<file path="config.mk">
export PLATFORM = sky130hd
export DESIGN_NAME = alu_mul_sequencer
export DESIGN_NICKNAME = d
export VERILOG_FILES = /design/src/rtl/alu_mul_sequencer.sv
export SDC_FILE = /design/constraint.sdc
export NUM_CORES = 1
export LEC_CHECK = 0
export CELL_PAD_IN_SITES_DETAIL_PLACEMENT = 1
export CELL_PAD_IN_SITES_GLOBAL_PLACEMENT = 1
export CORE_MARGIN = 1
export CORE_UTILIZATION = 34
export CTS_CLUSTER_DIAMETER = 80
export DETAILED_ROUTE_END_ITERATION = 8
export PLACE_DENSITY = 0.82
export SLEW_MARGIN = 5
export SYNTH_ARGS = -nofsm -noshare
export SYNTH_HDL_FRONTEND = slang
export SYNTH_SLANG_ARGS = --single-unit
export TNS_END_PERCENT = 10
</file>
<file path="constraint.sdc">
create_clock -name clock -period 2.2 [get_ports clock]
set_input_delay 0.33 -clock clock [delete_from_list [all_inputs] [get_ports clock]]
set_output_delay 0.33 -clock clock [all_outputs]
set_load 0.02 [all_outputs]
</file>
<file path="src/rtl/alu_mul_sequencer.sv">
// Shift-and-add multiply controller that drives the shared LEGv8 ALU.
// Produces the low N bits of a_in * b_in; the ALU does all arithmetic.
module alu_mul_sequencer #(
    parameter int N = 64
) (
    input  logic         clock,
    input  logic         reset,
    input  logic         start,
    input  logic [N-1:0] a_in,
    input  logic [N-1:0] b_in,
    output logic         busy,
    output logic         done,
    output logic [N-1:0] product,
    output logic [N-1:0] alu_A,
    output logic [N-1:0] alu_B,
    output logic [4:0]   alu_FS,
    output logic         alu_C0,
    input  logic [N-1:0] alu_F,
    input  logic [3:0]   alu_status
);

    typedef enum logic [2:0] {
        S_IDLE,
        S_ADD,
        S_SHL,
        S_SHR,
        S_DONE
    } state_t;

    localparam logic [4:0] FS_IDLE = 5'b00000;
    localparam logic [4:0] FS_ADD  = 5'b01000;
    localparam logic [4:0] FS_SHL  = 5'b10000;
    localparam logic [4:0] FS_SHR  = 5'b10100;

    state_t       state_q, state_d;
    logic [N-1:0] m_q, m_d;
    logic [N-1:0] q_q, q_d;
    logic [N-1:0] p_q, p_d;
    logic [N-1:0] product_q, product_d;
    logic         busy_q, busy_d;
    logic         done_q, done_d;

    // Only the Z flag steers the sequence; V, C and N are don't-care.
    logic status_unused;
    assign status_unused = ^alu_status[3:1];

    // Next-state and datapath register updates; ALU result is written back per step.
    always_comb begin
        state_d   = state_q;
        m_d       = m_q;
        q_d       = q_q;
        p_d       = p_q;
        product_d = product_q;
        unique case (state_q)
            S_IDLE: begin
                if (start) begin
                    m_d = a_in;
                    q_d = b_in;
                    p_d = '0;
                    if (b_in == '0) begin
                        state_d = S_DONE;
                    end else if (b_in[0]) begin
                        state_d = S_ADD;
                    end else begin
                        state_d = S_SHL;
                    end
                end
            end
            S_ADD: begin
                p_d     = alu_F;
                state_d = S_SHL;
            end
            S_SHL: begin
                m_d     = alu_F;
                state_d = S_SHR;
            end
            S_SHR: begin
                q_d = alu_F;
                if (alu_status[0]) begin
                    state_d = S_DONE;
                end else if (alu_F[0]) begin
                    state_d = S_ADD;
                end else begin
                    state_d = S_SHL;
                end
            end
            S_DONE: begin
                state_d = S_IDLE;
            end
            default: begin
                state_d = S_IDLE;
            end
        endcase
        // Capture the finished partial product as DONE is entered.
        if (state_d == S_DONE && state_q != S_DONE) begin
            product_d = p_d;
        end
        busy_d = (state_d != S_IDLE);
        done_d = (state_d == S_DONE);
    end

    // ALU operand/function selection decoded from the current state.
    always_comb begin
        alu_A  = '0;
        alu_B  = '0;
        alu_FS = FS_IDLE;
        unique case (state_q)
            S_ADD: begin
                alu_A  = p_q;
                alu_B  = m_q;
                alu_FS = FS_ADD;
            end
            S_SHL: begin
                alu_A  = m_q;
                alu_B  = N'(1);
                alu_FS = FS_SHL;
            end
            S_SHR: begin
                alu_A  = q_q;
                alu_B  = N'(1);
                alu_FS = FS_SHR;
            end
            default: begin
                alu_A  = '0;
                alu_B  = '0;
                alu_FS = FS_IDLE;
            end
        endcase
    end

    assign alu_C0  = 1'b0;
    assign busy    = busy_q;
    assign done    = done_q;
    assign product = product_q;

    // State and datapath registers with synchronous reset discarding any operation.
    always_ff @(posedge clock) begin
        if (reset) begin
            state_q   <= S_IDLE;
            m_q       <= '0;
            q_q       <= '0;
            p_q       <= '0;
            product_q <= '0;
            busy_q    <= 1'b0;
            done_q    <= 1'b0;
        end else begin
            state_q   <= state_d;
            m_q       <= m_d;
            q_q       <= q_d;
            p_q       <= p_d;
            product_q <= product_d;
            busy_q    <= busy_d;
            done_q    <= done_d;
        end
    end

endmodule

</file>
==> impl_metrics.ini, run 1 <==
[die]
fp.dieH_um = 199
coreArea_sq_um = 37900
fp-row-count = 71
dieArea_sq_um = 39600
io_pins = 399
fp.dieW_um = 199
initial_core_util_pct = 34.8

[synth]
avgSynthCellArea_sq_um = 7.81
synth.most_common_cell = nand2_1
ys_seq_elements = 261
synthFlopType = dfxtp_1
syn-instance-count = 1689
synth.cells.most_frequent = nand2_1, dfxtp_1, nor2_1
ys_async_sr_fraction_pct = 0
ys_warn_count = 0
synth_edf_count = 0
yosysUniqueCellTypes = 37
synthTopCellsByArea = dfxtp_1, nand2_1, a311oi_1
synth_area_leader_cell = dfxtp_1
netlist_area_sq_um = 13200
synth_top_area_share_pct = 39.6
yosysSeqAreaShare_pct = 39.6

[global_route]
grt_pass1_wl_mm = 89.9
first_global_vias = 15500
antenna_found_initial = 5
grt_start_max_net_pins = 128
grtUsageTotal_pct = 29.2
overflow = 0

[pwr]
p_leak_nw = 7.45
total_power_w = 0.0161
ir_drop_mv = 0.689
p_per_area_nw_per_um2 = 809

[timing]
skew_ns = 0.00916
fin_crit_sh_pct = 109
rsz0062_at_grt = true
report.final.slew_viol_count = 0
fmax_mhz = 417
fin_tns_setup_ns = -15.93
setup_viol = 150
setup_slack_ns = -0.200
period_needed_ns = 2.40
fin_hold_ws_ns = 0.134
worst_slew_pin_slew_ns = 1.08
relSlewSlack_pct = 27.9
hold_viol_final = 0

[cts]
cts_tree = built
cts_buffer_depth = 3
htreeDepth = 1
hold_buffers = 0
numCtsBuffers = 30
clock_sinks = 261
clk_latency_ns = 0.56
clkTransAtPathRegs_ns = 0.07
cts-root-buf = clkbuf_16

[place]
placed_area_sq_um = 18000
routabilityCongestion = 0.830
io_buffers = 392
dp_hpwl_mm = 38.9

[worst_setup_path]
cp-end-kind = output pin
crit_type = flip-flop to output pin
critPathSlowestCell = dfxtp_4
max_stage_delay_ns = 0.40
critPathLaunch = state_q[1]$_SDFF_PP0_
crit_chain = buf_6, nor2b_4, buf_6, buf_12, a22oi_1, nor2_1, buf_4
cp_data_arrival_time_ns = 2.07
start_kind = flip-flop
crit_top_cell = buf_6
cp.required_ns = 1.87
path_max_fanout = 9
r2r_start = state_q[0]$_SDFF_PP0_

[detailed_routing]
vias = 14800
ant_nets = 0
wl_per_cell_um = 24.1
drtIter0Drc = 987
vias_per_cell = 5.69
wl_mm = 62.6
route.detailed.drc = 0
firstDrtPassIters = 5

[finish]
syn_to_final_growth_pct = 50.9
drive_gt1_share_pct = 23.7
final_cell_area_sq_um = 19900
fin_nets = 2263

[hold_path]
hold_path_class = input port to flip-flop
holdCritStartpoint = reset

[outcome]
status = finished with violations
violations = negative setup slack

[run]
max_cap_viol_count = 0
## timing repair
action	in CTS	in global routing
resized for setup	586	232
pin swaps	8	25
buffers inserted	5	15
setup endpoints to repair	198	250
cloned	4	9
## cell usage in the layout, fill, tap and decap left out, types with 14 or more instances in the layout
| master | Yosys | layout |
|---|---|---|
| nand3_1 | 35 | 35 |
| o211ai_1 | 66 | 66 |
| nor2_1 | 194 | 194 |
| a21o_1 | 64 | 64 |
| buf_12 | 0 | 30 |
| nand2_1 | 449 | 446 |
| a311oi_1 | 127 | 123 |
| nand3_2 | 30 | 30 |
| a22oi_2 | 0 | 21 |
| buf_6 | 6 | 72 |
| nor4_1 | 16 | 14 |
| clkbuf_16 | 0 | 40 |
| a21oi_1 | 65 | 65 |
| a22oi_1 | 64 | 43 |
| mux2_2 | 64 | 57 |
| buf_4 | 7 | 126 |
| clkdlybuf4s50_1 | 0 | 260 |
| and2_4 | 0 | 53 |
| dfxtp_1 | 261 | 258 |
## layer usage
| metal | up-vias | global-route usage, % | wire, um |
|---|---|---|---|
| li1 | 6679 | - | - |
| met1 | 7362 | 35.8 | 25400 |
| met2 | 610 | 49.5 | 30200 |
| met3 | 159 | 4.73 | 4080 |
| met4 | 2 | 13.9 | 2910 |
| met5 | - | 0 | 11 |
## report_power, final
group	internal (W)	total [W]	switching, W
registers	0.00525	0.00564	0.000389
clock network	0.00338	0.00552	0.00214
logic	0.00211	0.00495	0.00283
total	0.0107	0.0161	0.00536
## registers in the layout, summed over array words and instances, names as in the netlist
signal   flops
state_q      3
q_q         64
busy         1
product     64
p_q         64
done         1
m_q         64
## final cells by class
cell class	count	area (sq um)
fill	4399	18000
multi-input combinational	1261	7580
timing repair buffer	508	5330
sequential	261	5240
clock buffer	46	975
tap	511	639
clock inverter	9	123
inverter	2	20.0
antenna	4	10.0
## kinds of logic after synthesis
group	synth area share (%)
simple gates	26.5
compound gates	22.6
flops	39.6
buf+inv	5.82
mux	5.46
other cells	0.0284
## worst paths after layout
check | slack (ns) | end | depth (start not counted)
setup reg to reg | -0.08 | m_q[13]$_SDFFE_PP0P_ | 6
hold reg to reg | 0.48 | p_q[38]$_SDFF_PP0_ | 2
hold / removal | 0.13 | busy$_SDFF_PP0_ | 3
setup / recovery | -0.20 | alu_A[21] | 7
## worst max-delay path, delay by kind of cell (launching register included)
kind | cells | cell delay, ns
buf+inv | 4 | 0.65
flops | 1 | 0.40
simple gates | 2 | 0.35
compound gates | 1 | 0.10
## per-stage QoR
| stage | setup WS (ns) | std cells | util (%) |
|---|---|---|---|
| 2_1_floorplan | 0.203 | 1691 | - |
| 3_3_place_gp | -0.946 | 2511 | 47.5 |
| 3_5_place_dp | -0.986 | 2511 | 47.5 |
| 4_1_cts | -0.295 | 2575 | 50.8 |
| 5_1_grt | -0.260 | 2602 | 52.5 |
| 6_report | -0.200 | 2602 | 52.5 |
Note: power is estimated with default switching activity, not from simulation.
==> run 2: changes to the inputs <==
Settings changed: CORE_MARGIN 1 to 2.
==> impl_metrics.ini, run 2 (synthesis gave the netlist of run 1 again) <==
[place]
place_ws_ns = -0.705
io_buffers = 392
dp.cells = 2536
routabilityCongestion = 0.857
dp_hpwl_mm = 40.1

[global_route]
grt_start_max_net_pins = 128
antenna_found_initial = 7
grtUsageTotal_pct = 28.2
first_global_vias = 15500
overflow = 0
grt_pass1_wl_mm = 91.2

[detailed_routing]
firstDrtPassIters = 5
vias = 14900
drtIter0Drc = 1086
vias_per_cell = 5.66
route.detailed.drc = 0
ant_nets = 0
wl_mm = 63.2
wl_per_cell_um = 24.0

[worst_setup_path]
cp.required_ns = 1.87
r2r_end = product[55]$_SDFFE_PP0P_
r2r_setup_slack_ns = -0.17
path_max_fanout = 8
r2r_cells = 11
r2r_start = state_q[1]$_SDFF_PP0_
cp_data_arrival_time_ns = 2.11
cp-end-kind = output pin
crit_type = flip-flop to output pin
start_kind = flip-flop

[hold_path]
min_path_cells = 2
hold_path_class = input port to flip-flop
holdCritStartpoint = reset
holdPathEnd = p_q[29]$_SDFF_PP0_

[timing]
report.final.slew_viol_count = 0
fin_tns_setup_ns = -22.15
rsz0062_at_grt = true
skew_ns = 0.0116
relSlewSlack_pct = 46.4
hold_viol_final = 0
worst_slew_pin_slew_ns = 0.804
fin_crit_sh_pct = 111
fmax_mhz = 409
period_needed_ns = 2.44
setup_slack_ns = -0.245
setup_viol = 185

[finish]
utilization_pct = 52.7
multi_input_area_sq_um = 7690
drive_gt1_share_pct = 25.1
layout.cells.non_filler = 2636
fillCellCount = 4491
fin_nets = 2286
final_cell_mix = nand2_1, clkdlybuf4s50_1, dfxtp_1
final_common_cell = nand2_1
seqCellArea_sq_um = 5240
syn_to_final_growth_pct = 53.5

[cts]
cts-root-buf = clkbuf_16
htreeDepth = 1
numCtsBuffers = 30
clock_sinks = 261
cts_buffer_depth = 3
clkTransAtPathRegs_ns = 0.06
clk_latency_ns = 0.56
cts_tree = built

[pwr]
p_sw_w = 0.00543
clkPwrFrac_pct = 33.1
pwr-share-comb_pct = 32.0
switching_share_pct = 33.6
p_per_area_nw_per_um2 = 798
ir_drop_mv = 0.583
internal_power_w = 0.0107
seqPwrFrac_pct = 34.9
p_leak_nw = 7.59

[die]
fp-row-count = 72
coreArea_sq_um = 38500
dieArea_sq_um = 40400
io_pins = 399
initial_core_util_pct = 34.3
fp.dieH_um = 201
fp.dieW_um = 201

[outcome]
status = finished with violations
violations = negative setup slack

[run]
max_cap_viol_count = 0
-- run 2: metrics by stage --
step | power, W | area (sq um) | hold slack (ns)
2_1_floorplan | 0.00791 | 13200 | 0.430
3_3_place_gp | 0.00989 | 18200 | 0.460
3_5_place_dp | 0.0100 | 18200 | 0.469
4_1_cts | 0.0155 | 19400 | 0.115
5_1_grt | 0.0167 | 20300 | 0.134
6_report | 0.0162 | 20300 | 0.129
-- run 2: routing by layer --
layer	vias to the layer above	wire, um	GRT usage (%)
met2	605	30000	47.6
met3	184	3850	4.45
met1	7406	25900	34.9
met4	0	3420	13.9
li1	6730	-	-
met5	-	0	0
-- run 2: layout make-up --
cell class / instances / share of cell area (%)
clock inverter: 11 / 0.661
inverter: 2 / 0.0988
antenna: 7 / 0.0865
tap: 518 / 3.20
sequential: 261 / 25.8
clock buffer: 45 / 4.53
timing repair buffer: 530 / 27.5
timing repair inverter: 1 / 0.0556
multi-input combinational: 1261 / 38.0
-- run 2: repair_timing --
item	CTS	global route
pin swaps	17	16
hold buffers	0	0
cloned	3	11
setup buffers	7	18
hold endpoints to repair	0	0
gates resized for setup	703	151
setup endpoints to repair	198	197
-- run 2: power by group through the flow --
stage          registers, W  clock network (W)  logic, W
3_3_place_gp        0.00564                  0   0.00425
3_5_place_dp        0.00568                  0   0.00436
4_1_cts             0.00559            0.00541   0.00449
5_1_grt             0.00569            0.00562   0.00543
2_1_floorplan       0.00559                  0   0.00232
6_report            0.00564            0.00536   0.00517
-- run 2: worst max-delay path by stage --
stage | startpoint | depth (start not counted) | end | slack, ns
3_5_place_dp | b_in[20] | 8 | product[55]$_SDFFE_PP0P_ | -0.70
2_1_floorplan | state_q[0]$_SDFF_PP0_ | 6 | alu_B[54] | 0.20
4_1_cts | state_q[1]$_SDFF_PP0_ | 6 | alu_A[14] | -0.32
6_report | state_q[1]$_SDFF_PP0_ | 7 | alu_A[21] | -0.24
3_3_place_gp | b_in[29] | 8 | product[62]$_SDFFE_PP0P_ | -0.61
5_1_grt | state_q[1]$_SDFF_PP0_ | 11 | product[55]$_SDFFE_PP0P_ | -0.30
-- run 2: worst max-delay path, cell delays in order, from the launching register on --
cell	delay [ns]
dfxtp_4	0.38
buf_12	0.14
nor2b_4	0.26
buf_4	0.17
clkbuf_16	0.19
a22oi_2	0.10
nor2_1	0.10
buf_2	0.20
==> run 3: changes to the inputs <==
Settings changed: CORE_MARGIN 2 to unset, SETUP_SLACK_MARGIN set to 0.05.
==> impl_metrics.ini, run 3 (synthesis gave the netlist of run 1 again) <==
[place]
placed_area_sq_um = 18000
dp_hpwl_mm = 38.9
io_buffers = 392
routabilityCongestion = 0.830

[pwr]
ir_drop_mv = 0.683
switching_share_pct = 33.3
clkPwrFrac_pct = 34.2
p_sw_w = 0.00538
p_per_area_nw_per_um2 = 807
p_leak_nw = 7.47
internal_power_w = 0.0108
pwr-share-comb_pct = 30.8
seqPwrFrac_pct = 34.9

[timing]
period_needed_ns = 2.42
worst_slew_pin_slew_ns = 1.09
rsz0062_at_grt = true
relSlewSlack_pct = 27.6
setup_viol = 149
hold_viol_final = 0
skew_ns = 0.0101
fin_crit_sh_pct = 110
fmax_mhz = 414
report.final.slew_viol_count = 0
fin_hold_ws_ns = 0.140
setup_slack_ns = -0.217

[global_route]
grt_start_max_net_pins = 128
grt_busiest_layer = met2
use_met3_pct = 4.75
grtUsageTotal_pct = 29.2
use_met1_pct = 35.8
first_global_vias = 15500
grt_pass1_wl_mm = 89.8
overflow = 0
global_route.usage.met2_pct = 49.6
antenna_found_initial = 5

[worst_setup_path]
crit_chain = buf_6, nor2b_4, buf_6, clkbuf_16, a22oi_1, nor2_1, buf_2
crit_family = buffers and inverters
critPathSlowestCell = dfxtp_4
start_kind = flip-flop
cp.required_ns = 1.87
path_max_fanout = 5
crit_top_cell = buf_6
cp_data_arrival_time_ns = 2.09
crit_type = flip-flop to output pin
cp-end-kind = output pin
crit_buf_inv = 4
max_stage_delay_ns = 0.40

[detailed_routing]
ant_nets = 0
route.detailed.drc = 0
drtIter0Drc = 962
wl_per_cell_um = 24.1
vias_per_cell = 5.70
vias = 14800
firstDrtPassIters = 5
wl_mm = 62.6

[finish]
utilization_pct = 52.7
drive_gt1_share_pct = 24.4
fin_nets = 2263
syn_to_final_growth_pct = 51.5
final_common_cell = nand2_1
final_cell_area_sq_um = 20000
final_cell_mix = nand2_1, dfxtp_1, clkdlybuf4s50_1

[cts]
clk_latency_ns = 0.56
numCtsBuffers = 30
clkTransAtPathRegs_ns = 0.07
htreeDepth = 1
cts_tree = built
cts_buffer_depth = 3
hold_buffers = 0
cts-root-buf = clkbuf_16
clock_sinks = 261

[die]
io_pins = 399
dieArea_sq_um = 39600
fp.dieW_um = 199
fp.dieH_um = 199
coreArea_sq_um = 37900
fp-row-count = 71
initial_core_util_pct = 34.8

[hold_path]
hold_path_class = input port to flip-flop

[run]
max_cap_viol_count = 0

[outcome]
status = finished with violations
violations = negative setup slack
## run 3: changes by cell type in the layout (fill, tap and decap cells not counted), sizes merged
cell	change
clkinv	-2
diode	-3
buf	-20
bufbuf	+1
dlygate4sd2	+1
inv	-2
clkinvlp	+1
clkbuf	-1
clkdlybuf4s50	-2
## run 3: worst register-to-register path, stage by stage (launching register included)
cell       delay, ns
dfxtp_4         0.35
buf_4           0.14
bufbuf_16       0.35
nor4b_4         0.40
buf_12          0.40
nand2_1         0.20
a311oi_1        0.44
## run 3: final cells by class
cell class,instances,area [sq um]
repair buffers,508,5330
fillers,4398,17900
clock inverters,9,123
multi-input cells,1261,7660
diodes,4,10.0
flip-flops and latches,261,5240
well taps,511,639
inverters,2,20.0
clock buffers,46,975
## run 3: worst paths after layout
kind,end,slack (ns),depth (start not counted),from
setup / recovery,alu_A[22],-0.22,7,state_q[1]$_SDFF_PP0_
hold / removal,busy$_SDFF_PP0_,0.14,3,reset
setup reg to reg,q_q[20]$_SDFFE_PP0P_,-0.19,6,state_q[0]$_SDFF_PP0_
hold reg to reg,p_q[38]$_SDFF_PP0_,0.48,2,p_q[38]$_SDFF_PP0_
## run 3: power groups by stage
stage | Combinational (W) | Clock, W | Sequential, W
after global placement | 0.00413 | 0 | 0.00564
after CTS | 0.00442 | 0.00558 | 0.00559
after detailed placement | 0.00422 | 0 | 0.00568
final | 0.00498 | 0.00552 | 0.00563
after global routing | 0.00522 | 0.00578 | 0.00569
after floorplan | 0.00232 | 0 | 0.00559
## run 3: through the flow
step                power (W)  TNS (ns)  cells  worst slack (ns)
detailed placement    0.00990    -64.06   2511            -0.986
global placement      0.00976    -62.73   2511            -0.946
floorplan             0.00791         0   1691             0.203
global route           0.0167    -26.65   2602            -0.306
finish                 0.0161    -16.25   2602            -0.217
CTS                    0.0156    -21.23   2575            -0.295
## run 3: routing by layer
metal / vias to the layer above / share of wire (%)
met2: 619 / 49
met4: 2 / 4.4
met5: - / 0.019
met1: 7367 / 40
met3: 159 / 6.7
li1: 6685 / -
## run 3: what timing repair did
item / 4_1_cts / 5_1_grt
setup endpoints to repair: 198 / 299
cloned: 4 / 9
pin swaps: 9 / 25
gates resized for setup: 597 / 241
buffers inserted: 5 / 15
